## src/rtl/m_div_iter_if.sv

```systemverilog
// Request/response bundle between decode, the iterative divider and writeback.
// The master side (decode + writeback) offers operations and drains results;
// the slave side is the divider itself.
interface m_div_iter_if #(
  parameter int XLEN = 32
) ();

  logic            in_valid;
  logic            in_ready;
  logic [1:0]      op;
  logic [XLEN-1:0] rs1;
  logic [XLEN-1:0] rs2;
  logic            kill;
  logic            out_valid;
  logic            out_ready;
  logic [XLEN-1:0] result;
  logic            busy;

  modport master (
    output in_valid,
    output op,
    output rs1,
    output rs2,
    output kill,
    output out_ready,
    input  in_ready,
    input  out_valid,
    input  result,
    input  busy
  );

  modport slave (
    input  in_valid,
    input  op,
    input  rs1,
    input  rs2,
    input  kill,
    input  out_ready,
    output in_ready,
    output out_valid,
    output result,
    output busy
  );

endinterface

```

## src/rtl/m_div_iter.sv

```systemverilog
// Multi-cycle radix-2 restoring divider for RISC-V DIV/DIVU/REM/REMU.
// Operands are reduced to magnitudes on accept, one quotient bit is produced
// per CALC cycle, and the signs are restored in a single FIX cycle.
// Division by zero and signed overflow follow the RISC-V rules; with
// FAST_SPEC set they are answered straight from IDLE without iterating.
module m_div_iter #(
  parameter int XLEN      = 32,
  parameter bit FAST_SPEC = 1'b1
) (
  input  logic        clk,
  input  logic        reset,
  m_div_iter_if.slave bus
);

  localparam int CW = $clog2(XLEN);
  localparam logic [XLEN-1:0] MIN_VAL = {1'b1, {(XLEN-1){1'b0}}};

  typedef enum logic [1:0] {
    IDLE = 2'd0,
    CALC = 2'd1,
    FIX  = 2'd2,
    DONE = 2'd3
  } state_t;

  state_t state;
  state_t state_next;

  // Iteration state: partial remainder R, divisor magnitude D, and Z which
  // starts as the dividend magnitude and fills up with quotient bits.
  logic [XLEN-1:0] rem_q;
  logic [XLEN-1:0] div_q;
  logic [XLEN-1:0] quo_q;
  logic [XLEN-1:0] result_q;
  logic [CW-1:0]   count;

  // Latched per-operation information needed when fixing up signs.
  logic [1:0] op_q;
  logic       neg1_q;
  logic       neg2_q;
  logic       div_zero_q;

  logic in_ready_c;
  logic accept;

  // Request-side decode.
  logic            in_signed;
  logic            rs1_neg;
  logic            rs2_neg;
  logic [XLEN-1:0] rs1_abs;
  logic [XLEN-1:0] rs2_abs;
  logic            in_div_zero;
  logic            in_ovf;
  logic            special;
  logic [XLEN-1:0] special_result;

  // One restoring step. The bit shifted out of R is kept so that divisors
  // above 2^(XLEN-1) still compare correctly against the shifted remainder.
  logic [XLEN:0]   rem_shift;
  logic [XLEN-1:0] quo_shift;
  logic            no_borrow;
  logic [XLEN-1:0] diff;

  // Sign restoration.
  logic            quo_negate;
  logic            rem_negate;
  logic [XLEN-1:0] fix_result;

  assign in_signed   = ~bus.op[0];
  assign rs1_neg     = in_signed & bus.rs1[XLEN-1];
  assign rs2_neg     = in_signed & bus.rs2[XLEN-1];
  assign rs1_abs     = rs1_neg ? (-bus.rs1) : bus.rs1;
  assign rs2_abs     = rs2_neg ? (-bus.rs2) : bus.rs2;
  assign in_div_zero = (bus.rs2 == '0);
  assign in_ovf      = in_signed & (bus.rs1 == MIN_VAL) & (bus.rs2 == '1);
  assign special     = FAST_SPEC & (in_div_zero | in_ovf);

  // Divide-by-zero is tested first so that MIN/0 is treated as a zero divisor.
  assign special_result = in_div_zero ? (bus.op[1] ? bus.rs1 : '1)
                                      : (bus.op[1] ? '0 : MIN_VAL);

  assign rem_shift = {rem_q, quo_q[XLEN-1]};
  assign quo_shift = {quo_q[XLEN-2:0], 1'b0};
  assign no_borrow = (rem_shift >= {1'b0, div_q});
  assign diff      = rem_shift[XLEN-1:0] - div_q;

  // A zero divisor must yield an all-ones quotient regardless of the dividend
  // sign, so the quotient is never negated in that case. The remainder of a
  // zero divisor is |rs1| re-signed, which is rs1 itself.
  assign quo_negate = (neg1_q ^ neg2_q) & ~div_zero_q;
  assign rem_negate = neg1_q;
  assign fix_result = op_q[1] ? (rem_negate ? (-rem_q) : rem_q)
                              : (quo_negate ? (-quo_q) : quo_q);

  assign accept = bus.in_valid & in_ready_c;

  assign bus.in_ready  = in_ready_c;
  assign bus.out_valid = (state == DONE);
  assign bus.result    = result_q;
  assign bus.busy      = (state != IDLE);

  // State register; reset returns the controller to IDLE.
  always_ff @(posedge clk) begin
    if (reset) begin
      state <= IDLE;
    end else begin
      state <= state_next;
    end
  end

  // Next-state and request-ready logic; kill overrides every transition.
  always_comb begin
    state_next = state;
    in_ready_c = 1'b0;
    case (state)
      IDLE: begin
        in_ready_c = ~bus.kill & ~reset;
        if (bus.in_valid & in_ready_c) begin
          state_next = special ? DONE : CALC;
        end
      end
      CALC: begin
        if (count == '0) begin
          state_next = FIX;
        end
      end
      FIX: begin
        state_next = DONE;
      end
      DONE: begin
        if (bus.out_ready) begin
          state_next = IDLE;
        end
      end
      default: begin
        state_next = IDLE;
      end
    endcase
    if (bus.kill) begin
      state_next = IDLE;
    end
  end

  // Datapath: latch operands on accept, iterate in CALC, load result in FIX.
  always_ff @(posedge clk) begin
    if (reset) begin
      rem_q      <= '0;
      div_q      <= '0;
      quo_q      <= '0;
      result_q   <= '0;
      count      <= '0;
      op_q       <= 2'b00;
      neg1_q     <= 1'b0;
      neg2_q     <= 1'b0;
      div_zero_q <= 1'b0;
    end else if (!bus.kill) begin
      case (state)
        IDLE: begin
          if (accept) begin
            op_q       <= bus.op;
            neg1_q     <= rs1_neg;
            neg2_q     <= rs2_neg;
            div_zero_q <= in_div_zero;
            quo_q      <= rs1_abs;
            div_q      <= rs2_abs;
            rem_q      <= '0;
            count      <= CW'(XLEN - 1);
            if (special) begin
              result_q <= special_result;
            end
          end
        end
        CALC: begin
          count <= count - 1'b1;
          if (no_borrow) begin
            rem_q <= diff;
            quo_q <= {quo_shift[XLEN-1:1], 1'b1};
          end else begin
            rem_q <= rem_shift[XLEN-1:0];
            quo_q <= quo_shift;
          end
        end
        FIX: begin
          result_q <= fix_result;
        end
        default: begin
        end
      endcase
    end
  end

endmodule

```

## src/flat_wrapper.sv

```systemverilog
// flat-port wrapper written by rule: the top's interface ports become plain ports
module m_div_iter_flat 
#(
  parameter int XLEN      = 32,
  parameter bit FAST_SPEC = 1'b1
)
  (clk, reset, bus_in_valid, bus_op, bus_rs1, bus_rs2, bus_kill, bus_out_ready, bus_in_ready, bus_out_valid, bus_result, bus_busy);
  m_div_iter_if #(.XLEN(XLEN)) bus_i ();
  input  logic clk;
  input  logic reset;
  input wire logic [$bits(bus_i.in_valid)-1:0] bus_in_valid;
  input wire logic [$bits(bus_i.op)-1:0] bus_op;
  input wire logic [$bits(bus_i.rs1)-1:0] bus_rs1;
  input wire logic [$bits(bus_i.rs2)-1:0] bus_rs2;
  input wire logic [$bits(bus_i.kill)-1:0] bus_kill;
  input wire logic [$bits(bus_i.out_ready)-1:0] bus_out_ready;
  output wire logic [$bits(bus_i.in_ready)-1:0] bus_in_ready;
  output wire logic [$bits(bus_i.out_valid)-1:0] bus_out_valid;
  output wire logic [$bits(bus_i.result)-1:0] bus_result;
  output wire logic [$bits(bus_i.busy)-1:0] bus_busy;
  assign bus_i.in_valid = bus_in_valid;
  assign bus_i.op = bus_op;
  assign bus_i.rs1 = bus_rs1;
  assign bus_i.rs2 = bus_rs2;
  assign bus_i.kill = bus_kill;
  assign bus_i.out_ready = bus_out_ready;
  assign bus_in_ready = bus_i.in_ready;
  assign bus_out_valid = bus_i.out_valid;
  assign bus_result = bus_i.result;
  assign bus_busy = bus_i.busy;
  m_div_iter #(.XLEN(XLEN), .FAST_SPEC(FAST_SPEC)) u_core (.clk(clk), .reset(reset), .bus(bus_i));
endmodule
```

## config.mk

```make
export PLATFORM = sky130hd
export DESIGN_NAME = m_div_iter_flat
export DESIGN_NICKNAME = d
export VERILOG_FILES = /design/src/rtl/m_div_iter_if.sv /design/src/rtl/m_div_iter.sv /design/src/flat_wrapper.sv
export SDC_FILE = /design/constraint.sdc
export NUM_CORES = 1
export LEC_CHECK = 0
export ABC_AREA = 1
export CORE_MARGIN = 4
export CORE_UTILIZATION = 42
export CTS_BUF_LIST = sky130_fd_sc_hd__clkbuf_8
export DETAILED_ROUTE_END_ITERATION = 16
export GPL_ROUTABILITY_DRIVEN = 0
export GPL_TIMING_DRIVEN = 0
export PLACE_DENSITY = 0.57
export SLEW_MARGIN = 0
export SYNTH_ARGS = -nofsm -noshare
export SYNTH_HDL_FRONTEND = slang
export SYNTH_SLANG_ARGS = --single-unit
```

## constraint.sdc

```tcl
create_clock -name clk -period 2.6 [get_ports clk]
set_clock_uncertainty 0.05 [all_clocks]
set_input_delay 0.65 -clock clk [delete_from_list [all_inputs] [get_ports clk]]
set_output_delay 0.65 -clock clk [all_outputs]
set_load 0.01 [all_outputs]
```

==> metrics.md <==
| Metric | Value |
|---|---|
| Finish-stage setup viols | 0 |
| Sequential fraction of the synthesis area | 0.2184 |
| Most used cell, CP | nand2_1 |
| Setup WS pre-CTS | -0.5857 ns |
| GRT met2 Usage | 0.4383 |
| Sw Pwr | around 2.2 mW |
| Mapped Avg Cell Area | around 5.7 um^2 |
| Power Density | about 390 nW/um^2 |
| CP max FO | 10 |
| Worst Max-Slew Pin Slew | about 0.81 ns |
| R2R Setup Slk | around 0.07 ns |
| Via-per-instance ratio | 5.484 |
| Largest net degree at the start of global routing | 17 |
| Layout cells sized above 1 | 0.1057 |
| Clock power share | 0.308 |
| EDFF count, synth | 0 |
| Root Driver | clkbuf_8 |
| Post-DRT Antenna Nets | 0 |
| Layout area overhead | 20.42% |
| Slowest stage delay, CP | between 0.5 and 0.6 ns |
| Fraction of registers with async set/reset | 0 |
| Yosys cell types | 47 |
| Worst Setup Path Type | in -> reg |
| Placed instance area | between 10000 and 15000 um^2 |
| I/O pin cnt | between 100 and 150 |
| Yosys warns | 0 |
| WL/cell | 18.82 um |
| Post-CTS Hold Fix Bufs | 0 |
| Cell internal pwr | around 3.7 mW |
| First-pass GRT wire length | 78.92 mm |
| Met1 Usage GRT | 0.4517 |
| Final instance area | approximately 15000 um^2 |
| Core footprint | roughly 30000 um^2 |
| Final Cycle Share | 0.9778 |
| Dpl cells | about 2700 |
| Grt ovf | 0 |
| Hold Startpoint | u_core.count[0] |
| Fmax achieved | 393.4 MHz |
| DIE AREA | around 33000 um^2 |
| Initial DRT Pass Iterations | 6 |
| Initial Utilization | 0.4276 |
| Die H | 182.2 um |
| Status | finished clean |
| Global Route met3 Usage | 0.07335 |
| RSZ-0062 raised after global routing | true |
| IO Port Bufs | around 100 |
| Critical path cell sequence | clkdlybuf4s50_1 -> inv_1 -> nor2_1 -> clkbuf_1 -> buf_2 -> nand2_1 -> o21ai_0 -> nand2_1 -> a21oi_1 |
| Worst-skew pair later-pin latency | between 0.4 and 0.5 ns |
| Switching share of power | 0.3748 |
| RR Startpoint | u_core.div_q[7] |
| Num CTS Buffers | 17 |
| CP delay by family, top | buffers and inverters |
| Max IR drop VDD | about 0.29 mV |
| Hold Path Class | reg -> reg |
| Hold Crit Depth | 1 |
| CTS max path bufs | 2 |
| Normalized max-slew margin | 0.4612 |
| Die width | 182.2 um |
| Initial antenna violation count | 0 |
| All-layer global routing usage | 0.3029 |
| Mapped Nets | ~2400 |
| Vias in the first global route | 13750 |
| Final-report hold violation count | 0 |
| Hold path endpoint | u_core.count[0] |
| Critical path launch point type | primary input |
| Critical Path End Type | flop |
| TritonCTS clock tree | yes |
| Num rows | 63 |
| Final HPWL DP | 42.70 mm |
| Initial drt markers | between 1500 and 2000 |
| CTS clk-pin slew, worst paths | 0.09 ns |
| Fin nets | ~2500 |
| Worst Slack Setup Final | 0.05775 ns |
| Vias | around 15000 |
| Worst EP arrival | 2.90 ns |
| Logic pwr share | 0.313 |
| CP Buf/Inv Count | 4 |
| Gr busiest metal | met1 |
| Syn Inst Count | 2242 |
| Register share of total power | 0.379 |
| Max Slew Vio Count | 0 |
| Worst reg2reg endpoint | u_core.rem_q[3] |
| CTS HTree Levels | 4 |
| Period minus WS final | about 2.5 ns |
| Worst hold slack | a little over 0.4 ns |
| Crit path max-delay cell type | clkdlybuf4s50_1 |
| Power Total | 5.910 mW |
| Number of cells in the finished layout apart from fillers | about 2800 |
| Mapped cell area | between 10000 and 15000 um^2 |
| Maximum Capacitance Violations | 0 |
| # DRC | 0 |
| Synth Register Bits | about 140 |
| Worst reg2reg path depth | 15 |
| ANT cells | 0 |
| Ys flop type | dfxtp_1 |
| Clk sink count | around 140 |
| Routed WL | 52.54 mm |
| Critical Path RT | approximately 3 ns |
| LEAKAGE | between 7 and 8 nW |
[worst max-delay path by stage]
stage                      from               endpoint  slack, ns  cells after the start
3_3_place_gp        bus_rs2[30]  u_core.bus.result[21]      -0.60                     10
4_1_cts        u_core.div_q[15]       u_core.rem_q[24]     0.0007                     14
2_1_floorplan        bus_rs2[0]   u_core.bus.result[3]       0.38                     13
3_5_place_dp         bus_rs2[0]  u_core.bus.result[17]      -0.59                     13
6_report            bus_rs1[31]       u_core.quo_q[30]       0.06                      9
5_1_grt         u_core.div_q[7]        u_core.rem_q[3]      -0.05                     15
[final cells by class]
class / instances / area [um^2]
clock inverter: 14 / 146.4
timing repair buffer: 128 / 1234
buffer: 87 / 449.2
tap: 390 / 488.0
sequential: 139 / 2815
inverter: 301 / 1130
clock buffer: 18 / 247.7
multi-input combinational: 1715 / 8835
fill: 3239 / 14450
[Yosys cell counts (2+ instances only)]
cell type | instances | area share
nand2_1 | 603 | 0.18
nor2_1 | 298 | 0.088
inv_1 | 292 | 0.086
nand3_1 | 252 | 0.099
dfxtp_1 | 139 | 0.22
a21oi_1 | 134 | 0.053
o21ai_0 | 111 | 0.044
ha_1 | 44 | 0.043
clkbuf_1 | 39 | 0.011
o21ai_1 | 32 | 0.013
xor2_1 | 32 | 0.022
a31oi_1 | 25 | 0.012
nand4_1 | 24 | 0.012
nor3_1 | 23 | 0.0090
xnor2_1 | 23 | 0.016
buf_2 | 21 | 0.0082
o211ai_1 | 20 | 0.012
nor2_2 | 15 | 0.0074
buf_1 | 14 | 0.0041
o22ai_1 | 12 | 0.0059
nand3b_1 | 9 | 0.0053
inv_2 | 8 | 0.0024
o21bai_1 | 8 | 0.0047
buf_4 | 7 | 0.0041
buf_6 | 7 | 0.0062
a21oi_2 | 6 | 0.0041
nor2_4 | 5 | 0.0044
nor4_1 | 4 | 0.0020
o221ai_1 | 4 | 0.0027
nand2_2 | 3 | 0.0015
nand2_4 | 3 | 0.0027
nand3_2 | 3 | 0.0024
o21ai_2 | 3 | 0.0021
or2_2 | 3 | 0.0015
a22oi_1 | 2 | 0.0012
nand3_4 | 2 | 0.0027
o21a_1 | 2 | 0.0012
[per-layer routing]
metal  up-vias  part of all wire
li1       7539                 -
met1      7029              0.46
met2       681              0.41
met3        63              0.11
met4         0             0.022
met5         -                 0
[layout by cell type (no fill, tap or decap), types with 16 or more instances in the layout]
cell | synthesis | routed
dfxtp_1 | 139 | 117
nor2_1 | 298 | 285
nand3_1 | 252 | 247
a21oi_1 | 134 | 131
clkbuf_8 | 0 | 18
clkdlybuf4s50_1 | 0 | 96
o211ai_1 | 20 | 20
nor2_2 | 15 | 24
inv_2 | 8 | 16
clkbuf_1 | 39 | 32
dfxtp_2 | 0 | 20
a31oi_1 | 25 | 24
o21ai_0 | 111 | 106
xor2_1 | 32 | 32
o21ai_1 | 32 | 32
buf_2 | 21 | 20
buf_4 | 7 | 30
nor3_1 | 23 | 20
nand2_1 | 603 | 591
nand4_1 | 24 | 24
xnor2_1 | 23 | 23
ha_1 | 44 | 19
inv_1 | 292 | 285
[power by group through the flow]
stage          logic (mW)  registers, mW  clock network (mW)
3_3_place_gp         1.69           2.29                   0
4_1_cts              1.71           2.24                1.85
6_report             1.85           2.24                1.82
5_1_grt              2.03           2.25                1.94
2_1_floorplan        1.13           2.27                   0
3_5_place_dp         1.70           2.29                   0
[worst reg2reg max path: stages, from the launching register on]
cell and delay [ns]:
dfxtp_1 0.32, inv_1 0.17, ha_2 0.35, nand2_2 0.11, inv_1 0.06, a21oi_2 0.17
nand3_2 0.17, nand2_1 0.09, nand2_1 0.11, nand2_4 0.15, nand2_4 0.09, buf_4 0.16
buf_4 0.16, nand2_1 0.11, nand3_1 0.07, a21oi_1 0.12
[metrics by stage]
step           setup TNS, ns  utilization
2_1_floorplan              0            -
5_1_grt              -0.2318       0.5150
3_5_place_dp          -40.31       0.4790
3_3_place_gp          -38.60       0.4790
4_1_cts                    0       0.4965
6_report                   0       0.5150
[kinds of logic (layout without fill, tap and decap cells)]
family                     Yosys count  count (layout)  share of synthesized area
and+or+nand+nor                   1250            1251                     0.4179
buffers and inverters              389             548                     0.1228
AOI/OAI and AO/OA                  364             364                     0.1583
DFF                                139             139                     0.2184
xor gates and xnor gates            55              55                    0.03780
adders and majority gates           45              45                    0.04478
[flip-flops by register name, summed over array words and instances, names as in the netlist]
signal and flops:
u_core.bus.result 32, u_core.div_q 32, u_core.quo_q 32, u_core.rem_q 32
u_core.count 5, u_core.state 2, u_core.div_zero_q 1, u_core.neg1_q 1
u_core.neg2_q 1, u_core.op_q 1
[what timing repair did]
action                                  in CTS  in global routing
endpoints found under the setup margin      33                 77
pin swaps                                    4                 11
gates resized for setup                     21                129
setup buffers                               11                 13
cloned                                       0                  1
Power figures use the tool's default switching activity.
==> variant: new RTL, config.mk and constraints unchanged <==
`XLEN` is set to 32 in 3 places; all go to 16.
--- a/src/rtl/m_div_iter_if.sv
+++ b/src/rtl/m_div_iter_if.sv
@@ -2,7 +2,7 @@
 // The master side (decode + writeback) offers operations and drains results;
 // the slave side is the divider itself.
 interface m_div_iter_if #(
-  parameter int XLEN = 32
+  parameter int XLEN = 16
 ) ();
 
   logic            in_valid;
--- a/src/rtl/m_div_iter.sv
+++ b/src/rtl/m_div_iter.sv
@@ -4,7 +4,7 @@
 // Division by zero and signed overflow follow the RISC-V rules; with
 // FAST_SPEC set they are answered straight from IDLE without iterating.
 module m_div_iter #(
-  parameter int XLEN      = 32,
+  parameter int XLEN      = 16,
   parameter bit FAST_SPEC = 1'b1
 ) (
   input  logic        clk,
--- a/src/flat_wrapper.sv
+++ b/src/flat_wrapper.sv
@@ -1,7 +1,7 @@
 // flat-port wrapper written by rule: the top's interface ports become plain ports
 module m_div_iter_flat 
 #(
-  parameter int XLEN      = 32,
+  parameter int XLEN      = 16,
   parameter bit FAST_SPEC = 1'b1
 )
   (clk, reset, bus_in_valid, bus_op, bus_rs1, bus_rs2, bus_kill, bus_out_ready, bus_in_ready, bus_out_valid, bus_result, bus_busy);
Interface: changed (resized bus_result, bus_rs1 and bus_rs2); port bits go from 106 to 58. The function was not compared with the original's and may differ.
==> variant against the original RTL <==
Sequential cell count down 65; global-route usage down 4.8 points; power down 44%; via count down 55%; wire length down 60%; design area down 53%; synthesized area down 52%; worst setup slack better by 120 ps; critical path type unchanged; highest routed layer unchanged.
==> variant: results (changes against the original RTL) <==
| Metric | Value |
|---|---|
| Placed cells | `1291 (was 2736)` |
| Fillcell total | `1580 (was 3239)` |
| LEAKAGE | `3.42 nW (was 7.20 nW)` |
| Nets | `1194 (was 2505)` |
| Worst skew pair latency | `380 ps (was 470 ps)` |
| Total Wirelength | `20800 um (was 52500 um)` |
| HPWL Detailed | `16700 um (was 42700 um)` |
| Post-Synth Adder-Cell Area | `5.82% (was 4.48%)` |
| Vias per inst | `5.27 (was 5.48)` |
| Synth unique cells | `37 (was 47)` |
| CTS Buf Count | `9 (was 17)` |
| Seq power | `1.22 mW (was 2.24 mW)` |
| Comb pwr share | `33.0% (was 31.3%)` |
| Overall routing resource usage | `25.5% (was 30.3%)` |
| Port Buffers | `57 (was 104)` |
| Worst-margin pin slew | `764 ps (was 808 ps)` |
| Placed inst area | `6950 sq um (was 14300 sq um)` |
| First-pass GRT wire length | `33600 um (was 78900 um)` |
| H-tree depth | `3 (was 4)` |
| Compound-Gate Fraction of Synth Area | `19.1% (was 15.8%)` |
| CTS clk-pin slew, worst paths | `70 ps (was 90 ps)` |
| Area contributors post-synth | `dfxtp_1 (24%), nand2_1 (15%), nand3_1 (9.0%) (was dfxtp_1 (22%), nand2_1 (18%), nand3_1 (9.9%))` |
| Post-Synth XOR/XNOR Area | `3.13% (was 3.78%)` |
| First-pass DRT Iterations | `5 (was 6)` |
| Switching Fraction | `36.6% (was 37.5%)` |
| Iteration-0 DRC Markers | `610 (was 1736)` |
| Max stage delay on crit path | `400 ps (was 540 ps)` |
| Final cell count without fillers | `1312 (was 2792)` |
| Via count of the first global-routing pass | `6304 (was 13800)` |
| Largest net degree at the start of global routing | `13 (was 17)` |
| Sequential share of the synthesized area | `24.1% (was 21.8%)` |
| Avg Synthesized Cell Area | `5.84 sq um (was 5.68 sq um)` |
| Status | `finished clean (unchanged)` |
| Synth top cells by count | `nand2_1 (250), inv_1 (144), nand3_1 (111), nor2_1 (107), a21oi_1 (106) (was nand2_1 (603), nor2_1 (298), inv_1 (292), nand3_1 (252), dfxtp_1 (139))` |
| Crit path max-delay family | `simple AND/OR/NAND/NOR gates (was buffers and inverters)` |
| Ratio of cells with drive above 1 in the final layout | `6.10% (was 10.6%)` |
| Post-Syn Nets | `1121 (was 2358)` |
| Worst vdd ir | `0.207 mV (was 0.286 mV)` |
[variant: cell types whose count changed after synthesis, sizes merged, moves of 15 or more]
cell	delta
o211ai	-20
a21oi	-33
xor2	-18
nor2	-205
xnor2	-15
nand2	-353
nand3	-145
inv	-150
o21ai	-37
ha	-17
buf	-35
dfxtp	-65
a31oi	-23
clkbuf	-20
[variant: per-layer routing]
metal | vias up | GRT usage (%) | share of wire (%) | routed length, um
met5 | - | 0 | 0 | 0
met4 | 0 | 6.67 | 1.8 | 370
met3 | 25 | 5.36 | 7.3 | 1510
met2 | 225 | 36.3 | 41 | 8470
met1 | 3083 | 38.9 | 50 | 10500
li1 | 3580 | - | - | -
[variant: timing repair]
action                     CTS  global route
gates resized for setup      3            11
setup endpoints to repair   17            20
pin swaps                    0             2
buffers inserted             1             4
[variant: final timing paths]
check	start	end	slack, ps	cells past startpoint
min reg2reg	u_core.bus.result[11]$_SDFFE_PP0P_	u_core.bus.result[11]$_SDFFE_PP0P_	410	2
max	bus_rs1[0]	u_core.bus.result[14]$_SDFFE_PP0P_	180	14
max reg2reg	u_core.state[1]$_SDFFE_PP0P_	u_core.quo_q[11]$_SDFFE_PP0P_	240	9
min	u_core.bus.result[11]$_SDFFE_PP0P_	u_core.bus.result[11]$_SDFFE_PP0P_	410	2
[variant: final cells by class]
cell class,count,area [sq um],share of cell area [%]
plain buffers,33,159,2.19
clock buffers,12,165,2.28
well taps,180,225,3.11
flip-flops and latches,74,1480,20.4
inverters,152,571,7.87
clock inverters,4,50.0,0.691
multi-input cells,795,3990,55.0
repair buffers,62,608,8.39
[variant: worst min-delay path, stage by stage (launching register included)]
cell,delay (ps)
dfxtp_1,310
nand2_1,60
a21oi_1,50
